**config.mk**
```make
export PLATFORM = sky130hd
export DESIGN_NAME = byte_serial_add_ctrl
export DESIGN_NICKNAME = d
export VERILOG_FILES = /design/src/rtl/byte_serial_add_ctrl_pkg.sv /design/src/rtl/byte_serial_add_ctrl.sv
export SDC_FILE = /design/constraint.sdc
export NUM_CORES = 1
export LEC_CHECK = 0
export ABC_AREA = 1
export BUFFER_PORTS_ARGS = -buffer_cell sky130_fd_sc_hd__buf_2
export CAP_MARGIN = 20
export CORE_MARGIN = 3
export CORE_UTILIZATION = 45
export DETAILED_ROUTE_END_ITERATION = 12
export PLACE_DENSITY = 0.73
export SLEW_MARGIN = 20
export SYNTH_ARGS = -nofsm -noshare
export SYNTH_HDL_FRONTEND = slang
export SYNTH_SLANG_ARGS = --single-unit
```
**constraint.sdc**
```tcl
create_clock -name clk -period 2 [get_ports clk]
set_clock_uncertainty 0.2 [all_clocks]
set_input_delay 0.5 -clock clk [delete_from_list [all_inputs] [get_ports clk]]
set_output_delay 0.5 -clock clk [all_outputs]
set_load 0.005 [all_outputs]
```
**src/rtl/byte_serial_add_ctrl_pkg.sv**
```systemverilog
// Shared definitions for the byte-serial add/subtract sequencer: slice width,
// controller state encoding and the signed-overflow rule.
package byte_serial_add_ctrl_pkg;

  localparam int BYTE_W = 8;

  typedef enum logic [1:0] {
    ST_IDLE = 2'd0,
    ST_RUN  = 2'd1,
    ST_DONE = 2'd2
  } ctrlStateT;

  // Overflow when both addends share a sign and the result sign differs from it.
  function automatic logic signedOverflow(input logic aMsb, input logic bMsb, input logic sumMsb);
    return (aMsb == bMsb) && (sumMsb != aMsb);
  endfunction

endpackage

```
**src/rtl/byte_serial_add_ctrl.sv**
```systemverilog
// Streams NUM_BYTES byte slices of A and effective B through an external 8-bit
// adder, LSB first, carrying between slices in a register; one result per op.
module byte_serial_add_ctrl
  import byte_serial_add_ctrl_pkg::*;
#(
  parameter int NUM_BYTES = 4
) (
  input  logic                   clk,
  input  logic                   rst_n,
  input  logic                   in_valid,
  output logic                   in_ready,
  input  logic [8*NUM_BYTES-1:0] in_a,
  input  logic [8*NUM_BYTES-1:0] in_b,
  input  logic                   in_sub,
  output logic [7:0]             add_a,
  output logic [7:0]             add_b,
  output logic                   add_cin,
  input  logic [7:0]             add_sum,
  input  logic                   add_cout,
  output logic                   out_valid,
  input  logic                   out_ready,
  output logic [8*NUM_BYTES-1:0] out_sum,
  output logic                   out_cout,
  output logic                   out_ovf,
  output logic [1:0]             dbgState
);

  localparam int W     = BYTE_W * NUM_BYTES;
  localparam int IDX_W = $clog2(NUM_BYTES);
  localparam logic [IDX_W-1:0] LAST_IDX = IDX_W'(NUM_BYTES - 1);

  // Handshakes: a transfer happens on a rising edge where valid && ready are both
  // high. in_ready is high only in IDLE; out_valid is high only in DONE and the
  // result is held unchanged until the edge where out_ready is seen high.

  ctrlStateT        state;
  logic [IDX_W-1:0] idx;
  logic             carry;
  logic [W-1:0]     aR;
  logic [W-1:0]     bR;
  logic [W-1:0]     sumR;

  always_ff @(posedge clk) begin
    if (!rst_n) begin
      state <= ST_IDLE;
      idx   <= '0;
      carry <= 1'b0;
      aR    <= '0;
      bR    <= '0;
      sumR  <= '0;
    end else begin
      case (state)
        ST_IDLE: begin
          if (in_valid) begin
            // Subtraction is A + ~B + 1: invert B here and seed the carry with 1.
            aR    <= in_a;
            bR    <= in_sub ? ~in_b : in_b;
            carry <= in_sub;
            idx   <= '0;
            sumR  <= '0;
            state <= ST_RUN;
          end
        end
        ST_RUN: begin
          sumR[BYTE_W*idx +: BYTE_W] <= add_sum;
          carry                      <= add_cout;
          idx                        <= idx + 1'b1;
          if (idx == LAST_IDX) begin
            state <= ST_DONE;
          end
        end
        ST_DONE: begin
          if (out_ready) begin
            state <= ST_IDLE;
          end
        end
        default: state <= ST_IDLE;
      endcase
    end
  end

  logic running;
  assign running = (state == ST_RUN);

  assign add_a   = running ? aR[BYTE_W*idx +: BYTE_W] : '0;
  assign add_b   = running ? bR[BYTE_W*idx +: BYTE_W] : '0;
  assign add_cin = running ? carry : 1'b0;

  assign in_ready  = (state == ST_IDLE);
  assign out_valid = (state == ST_DONE);
  assign out_sum   = sumR;
  assign out_cout  = carry;
  assign out_ovf   = signedOverflow(aR[W-1], bR[W-1], sumR[W-1]);
  assign dbgState  = state;

endmodule

```
==> flow_summary.ini, run 1 <==
[worst_hold_path]
hold_path.class = input port to flip-flop
worstHoldStart = in_a[16]

[timing]
setup_violations = 16
finalCriticalPeriod_ns = 2.206
finalCritPeriodShare = 1.103
relSlewSlack = 0.7679
fin_setup_tns_ns = -2.093
rsz0062_at_grt = yes
final_hold_viol_count = 0
final-max-slew-violation-count = 0
fmax_mhz = 453.4
worst_slack_ns = -0.2056
worst-slew-pin-transition_ns = 0.3482

[floorplan]
core_area_sq_mm = 0.01046
dieArea_sq_mm = 0.01222
die_y_um = 110.6
initial_core_util = 0.4702
fp.dieW_um = 110.6
num_rows = 37
ioPinCount = 133

[power_and_ir_drop]
ir_drop_uv = 309.1
p_per_area_mw_per_mm2 = 703.9
power.leakage_nw = 2.856

[finish]
n_antenna_cell = 0
nets = 941
drive_above_1_share = 0.2506
fill_cells = 1052
final_common_cell = nor2_1
area.growth.synth_to_final_pct = 26.12
final_cell_mix = 189 x nor2_1, 162 x nand2_1, 132 x buf_2

[placed_design]
gp_congestion = 0.8882
place.port_buffers = 132
dp_slack_ns = 0.1173
dp_hpwl_mm = 8.975

[drt]
firstDrtPassIters = 5
dr.first_iter.drc_count = 344
drt-total-wl_mm = 12.72
ant_nets = 0
route.vias.total = 4850
drc = 0
wire_per_inst_um = 12.75
vias_per_cell = 4.860

[clock_tree]
cts_root_buffer = clkbuf_8
cts_tree = built
holdBufCountCts = 0
cts_buffers = 9
numClockSinks = 101
clk_pin_slew_ns = 0.10
clk_path_buf_depth = 2
htree_levels = 3
clk_latency_ns = 0.35

[yosys]
synth_top_family_by_area = simple AND/OR/NAND/NOR gates
synth_cell_types = 26
ys_seq_area_frac = 0.4110
synth-simple-area-share = 0.3352
ys_ff_latch = 101
avgSynthCellArea_sq_um = 6.758
synth-compound-area-share = 0.1083
netlist_area_sq_mm = 0.004920
synth.yosys.warnings = 0
synthAdderAreaFrac = 0.01526
synth_cells = 728
syn-num-nets = 812
synthXorXnorAreaFrac = 0.05697
synthMuxAreaShare = 0

[critical_path]
path_class = flip-flop to primary output
cp_slowest_stage_delay_ns = 0.42
cp_cell_sequence = buf_6 > clkbuf_16 > nor2_2 > nor2_1 > nand2_1 > a21oi_1 > buf_2
crit_fanout = 7
worst_ep_arrival_time_ns = 1.51
critPathRequiredTime_ns = 1.30
crit_start = idx[0]$_SDFFE_PN0P_
cp_slowest_cell = dfxtp_4
worst_setup_path_end_kind = primary output
r2r_start = idx[0]$_SDFFE_PN0P_
start_kind = flip-flop

[global_route]
grt_max_degree = 71
use_met2 = 0.3123
grt_use_met1 = 0.2822
grt_pass1_wl_mm = 20.52
track_usage = 0.1996
antenna_found_initial = 0
grt_busiest_layer = met2
grt_pass1_vias = 4372
grt_overflow = 0
grt_util_met3 = 0.02630

[outcome]
outcome = finished, violations left
violations = setup timing

[flow_run]
cap_violations = 0
[cells in the mapped netlist]
cell        n  area share
clkbuf_4    1      0.0015
nand2_1   165        0.13
nor2_1    193        0.15
nor2_2      4      0.0051
o211ai_1    1      0.0015
inv_2       3      0.0023
clkbuf_2    1      0.0010
buf_4       3      0.0046
nand3b_1    7       0.011
xnor2_1    32       0.057
nand3_1    34       0.035
a21oi_1    54       0.055
nand3_2     4      0.0081
nor2_4      1      0.0023
buf_6       5       0.011
o21a_1      2      0.0031
buf_2      20       0.020
clkinv_1    1     0.00076
dfxtp_1   101        0.41
o21ai_0    45       0.046
o21ai_1     3      0.0031
clkbuf_1   11      0.0084
nand2_2     1      0.0013
ha_1        6       0.015
inv_1      25       0.019
buf_1       5      0.0038
[what timing repair did]
item,4_1_cts,5_1_grt
gates resized for setup,23,31
pin swaps,0,9
buffers inserted,0,7
cloned,0,3
setup endpoints to repair,18,26
[cell families (layout without fill, tap and decap cells)]
logic type	Yosys count	in the layout
adder cells (fa/ha/maj)	6	6
AND/OR/NAND/NOR	409	409
flip-flops	101	101
AO/OA/AOI/OAI	105	105
XOR/XNOR	32	32
buffers and inverters	75	209
[per-stage QoR]
| stage | hold WS, ns | util | cell area (sq um) | total power (W) | cells |
|---|---|---|---|---|---|
| after floorplan | 0.2287 | - | 4927 | 0.002822 | 728 |
| after global placement | 0.2415 | 0.5503 | 5758 | 0.003088 | 972 |
| after detailed placement | 0.2466 | 0.5503 | 5758 | 0.003096 | 972 |
| after CTS | 0.1589 | 0.5727 | 5992 | 0.004336 | 988 |
| after global routing | 0.1903 | 0.5930 | 6205 | 0.004613 | 998 |
| final | 0.1707 | 0.5930 | 6205 | 0.004368 | 998 |
[path summary, 6_finish.rpt]
check / slack [ns] / cells past startpoint / endpoint
hold reg to reg: 0.26 / 2 / aR[14]$_SDFFE_PN0P_
setup reg to reg: 0.10 / 6 / out_sum[12]$_SDFFE_PN0P_
hold / removal: 0.17 / 3 / aR[16]$_SDFFE_PN0P_
setup / recovery: -0.21 / 7 / add_a[2]
[power breakdown]
part,switching (W),internal [W],leakage [nW]
Combinational,0.000508,0.000395,1.93
Sequential,0.0000756,0.00214,0.833
Clock,0.000712,0.000532,0.0926
[sequential cells by signal, indices dropped and copies added (netlist names)]
name and flops:
aR 32, dbgState 2, bR 32, idx 2, out_sum 32, out_cout 1
[routing by layer]
layer,wire length [um],vias up
met5,0,-
met4,240,0
met3,601,19
met2,5823,128
met1,6058,2166
li1,-,2537
[layout make-up]
cell class,instances,area [sq um],area share
inverters,29,117.6,0.01896
well taps,136,170.2,0.02742
repair buffers,164,1067,0.1720
clock buffers,11,151.4,0.02440
clock inverters,5,41.29,0.006655
flip-flops and latches,101,2034,0.3279
multi-input cells,552,2623,0.4227
[worst max-delay path: cells and delay by family (launching register included)]
| family | cells | cell delay [ns] |
|---|---|---|
| and+or+nand+nor | 3 | 0.17 |
| buffers and inverters | 3 | 0.40 |
| DFF | 1 | 0.42 |
| AOI/OAI and AO/OA | 1 | 0.15 |
Note: power is estimated with default switching activity, not from simulation.
==> inputs of run 2 (changes only) <==
- CORE_ASPECT_RATIO: default -> 1.5
==> run 2 against run 1 <==
Register-to-register slack is essentially flat; maximum frequency up 1.7%; the run still ends with setup timing left; sequential power barely moved; clock power increased by 52%; sequential share of layout area shrank 0.43 points; power up 14%; cell area up 1.0%.
==> flow_summary.ini, run 2 (synthesis gave the netlist of run 1 again) <==
[power_and_ir_drop]
ir_drop_uv = 444.5
pwr-share-seq = 0.445
clockPowerShare = 0.376
p_sw_w = 0.001326
p_int_w = 0.003664
p_total_w = 0.004990
power.leakage_nw = 2.873
p_comb_frac = 0.179
p_per_area_mw_per_mm2 = 796.2
switching_share = 0.2657

[timing]
worst_slack_ns = -0.1684
final_hold_viol_count = 0
finalCritPeriodShare = 1.084
setup_violations = 16
finalCriticalPeriod_ns = 2.168
rsz0062_at_grt = yes
holdWs_ns = 0.1894
final-max-slew-violation-count = 0
worst-slew-pin-transition_ns = 0.4043
relSlewSlack = 0.7301
fmax_mhz = 461.2

[critical_path]
crit_fanout = 11
r2r_cells = 9
cp_slowest_cell = dfxtp_4
worst_setup_path_end_kind = primary output
r2r_start = idx[0]$_SDFFE_PN0P_
crit_top_cell = nand2_1
rrSetupSlack_ns = 0.11
path_class = flip-flop to primary output
critPathRequiredTime_ns = 1.30
cp_slowest_stage_delay_ns = 0.39
worst_ep_arrival_time_ns = 1.47
cp_cell_sequence = buf_4 > buf_16 > nand2_1 > nand2_1 > a21oi_2 > buf_2
start_kind = flip-flop
rr_endpoint = out_sum[30]$_SDFFE_PN0P_

[placed_design]
place.port_buffers = 132
place_inst = 979
dp_hpwl_mm = 9.154
gp_congestion = 0.8367

[clock_tree]
htree_levels = 3
cts_tree = built
clk_path_buf_depth = 2
holdBufCountCts = 0
clk_pin_slew_ns = 0.07
cts_buffers = 9
cts_root_buffer = clkbuf_16
clk_latency_ns = 0.34
numClockSinks = 101

[finish]
drive_above_1_share = 0.2480
final_common_cell = nor2_1
multi_input_area_sq_mm = 0.002620
area.growth.synth_to_final_pct = 27.39
n_antenna_cell = 0
fill_cells = 1068
instances_no_fill = 999
final_cell_mix = 186 x nor2_1, 164 x nand2_1, 132 x buf_2
nets = 934
ff_latch_area_sq_mm = 0.002028

[floorplan]
ioPinCount = 133
num_rows = 46
initial_core_util = 0.4620
dieArea_sq_mm = 0.01225
core_area_sq_mm = 0.01065
fp.dieW_um = 91.37
die_y_um = 134.1

[worst_hold_path]
worstHoldStart = in_a[16]
min_to = aR[16]$_SDFFE_PN0P_
hold_path.class = input port to flip-flop
min_path_cells = 3

[drt]
dr.first_iter.drc_count = 233
ant_nets = 0
drt-total-wl_mm = 12.78
route.vias.total = 4801
vias_per_cell = 4.806
drc = 0
firstDrtPassIters = 4
wire_per_inst_um = 12.80

[outcome]
outcome = finished, violations left
violations = setup timing

[global_route]
track_usage = 0.2102
grt_pass1_vias = 4429
grt_pass1_wl_mm = 20.57
antenna_found_initial = 0
grt_max_degree = 73
grt_overflow = 0

[flow_run]
cap_violations = 0
## run 2: changes by cell type in the layout (fill, tap and decap cells not counted), moves of 3 or more
cell / previous run / this run
buf_4: 17 / 12
clkbuf_16: 2 / 9
nor2_1: 189 / 186
clkbuf_8: 11 / 1
nor2_2: 6 / 10
## run 2: cell type report
cell class / count / area share
multi-input combinational: 552 / 0.4180
sequential: 101 / 0.3236
timing repair buffer: 157 / 0.1595
clock buffer: 11 / 0.03873
tap: 144 / 0.02875
inverter: 29 / 0.01837
clock inverter: 5 / 0.01298
## run 2: power groups by stage
stage | Clock (W) | Sequential [W] | Combinational, W
after detailed placement | 0 | 0.00226 | 0.000837
after floorplan | 0 | 0.00224 | 0.000580
final | 0.00188 | 0.00222 | 0.000891
after global routing | 0.00202 | 0.00223 | 0.00101
after global placement | 0 | 0.00226 | 0.000826
after CTS | 0.00192 | 0.00222 | 0.000881
## run 2: metrics by stage
stage	setup TNS, ns	util	cell area [sq um]	setup slack (ns)
after CTS	-2.299	0.5841	6220	-0.1640
after global placement	0	0.5422	5773	0.1455
after global routing	-3.478	0.5886	6267	-0.2630
after detailed placement	0	0.5422	5773	0.1310
final	-2.066	0.5886	6267	-0.1684
after floorplan	0	-	4927	0.03253
## run 2: layer usage
layer  vias up  global-route usage  wire length [um]
met5         -                   0                 0
met4         0             0.06208               203
met3        17             0.04602               551
met2       114              0.3933              6969
met1      2140              0.2359              5059
li1       2530                   -                 -
## run 2: how the worst max path moves through the flow
stage | slack, ns | endpoint | from | depth (start not counted)
after floorplan | 0.03 | out_sum[0]$_SDFFE_PN0P_ | idx[0]$_SDFFE_PN0P_ | 10
final | -0.17 | add_a[6] | idx[0]$_SDFFE_PN0P_ | 6
after global placement | 0.15 | add_a[5] | idx[0]$_SDFFE_PN0P_ | 6
after CTS | -0.16 | add_a[7] | idx[0]$_SDFFE_PN0P_ | 5
after detailed placement | 0.13 | add_a[1] | idx[1]$_SDFFE_PN0P_ | 6
after global routing | -0.26 | add_b[7] | idx[0]$_SDFFE_PN0P_ | 6
## run 2: worst max-delay path, delay by kind of cell (launching register included)
kind	cells	cell delay, ns
flops	1	0.39
compound gates	1	0.16
buf+inv	3	0.43
simple gates	2	0.14
## run 2: what timing repair did
item | CTS | global route
endpoints found under the setup margin | 17 | 42
resized for setup | 34 | 14
cloned | 2 | 0
pin swaps | 6 | 2
setup buffers | 1 | 1
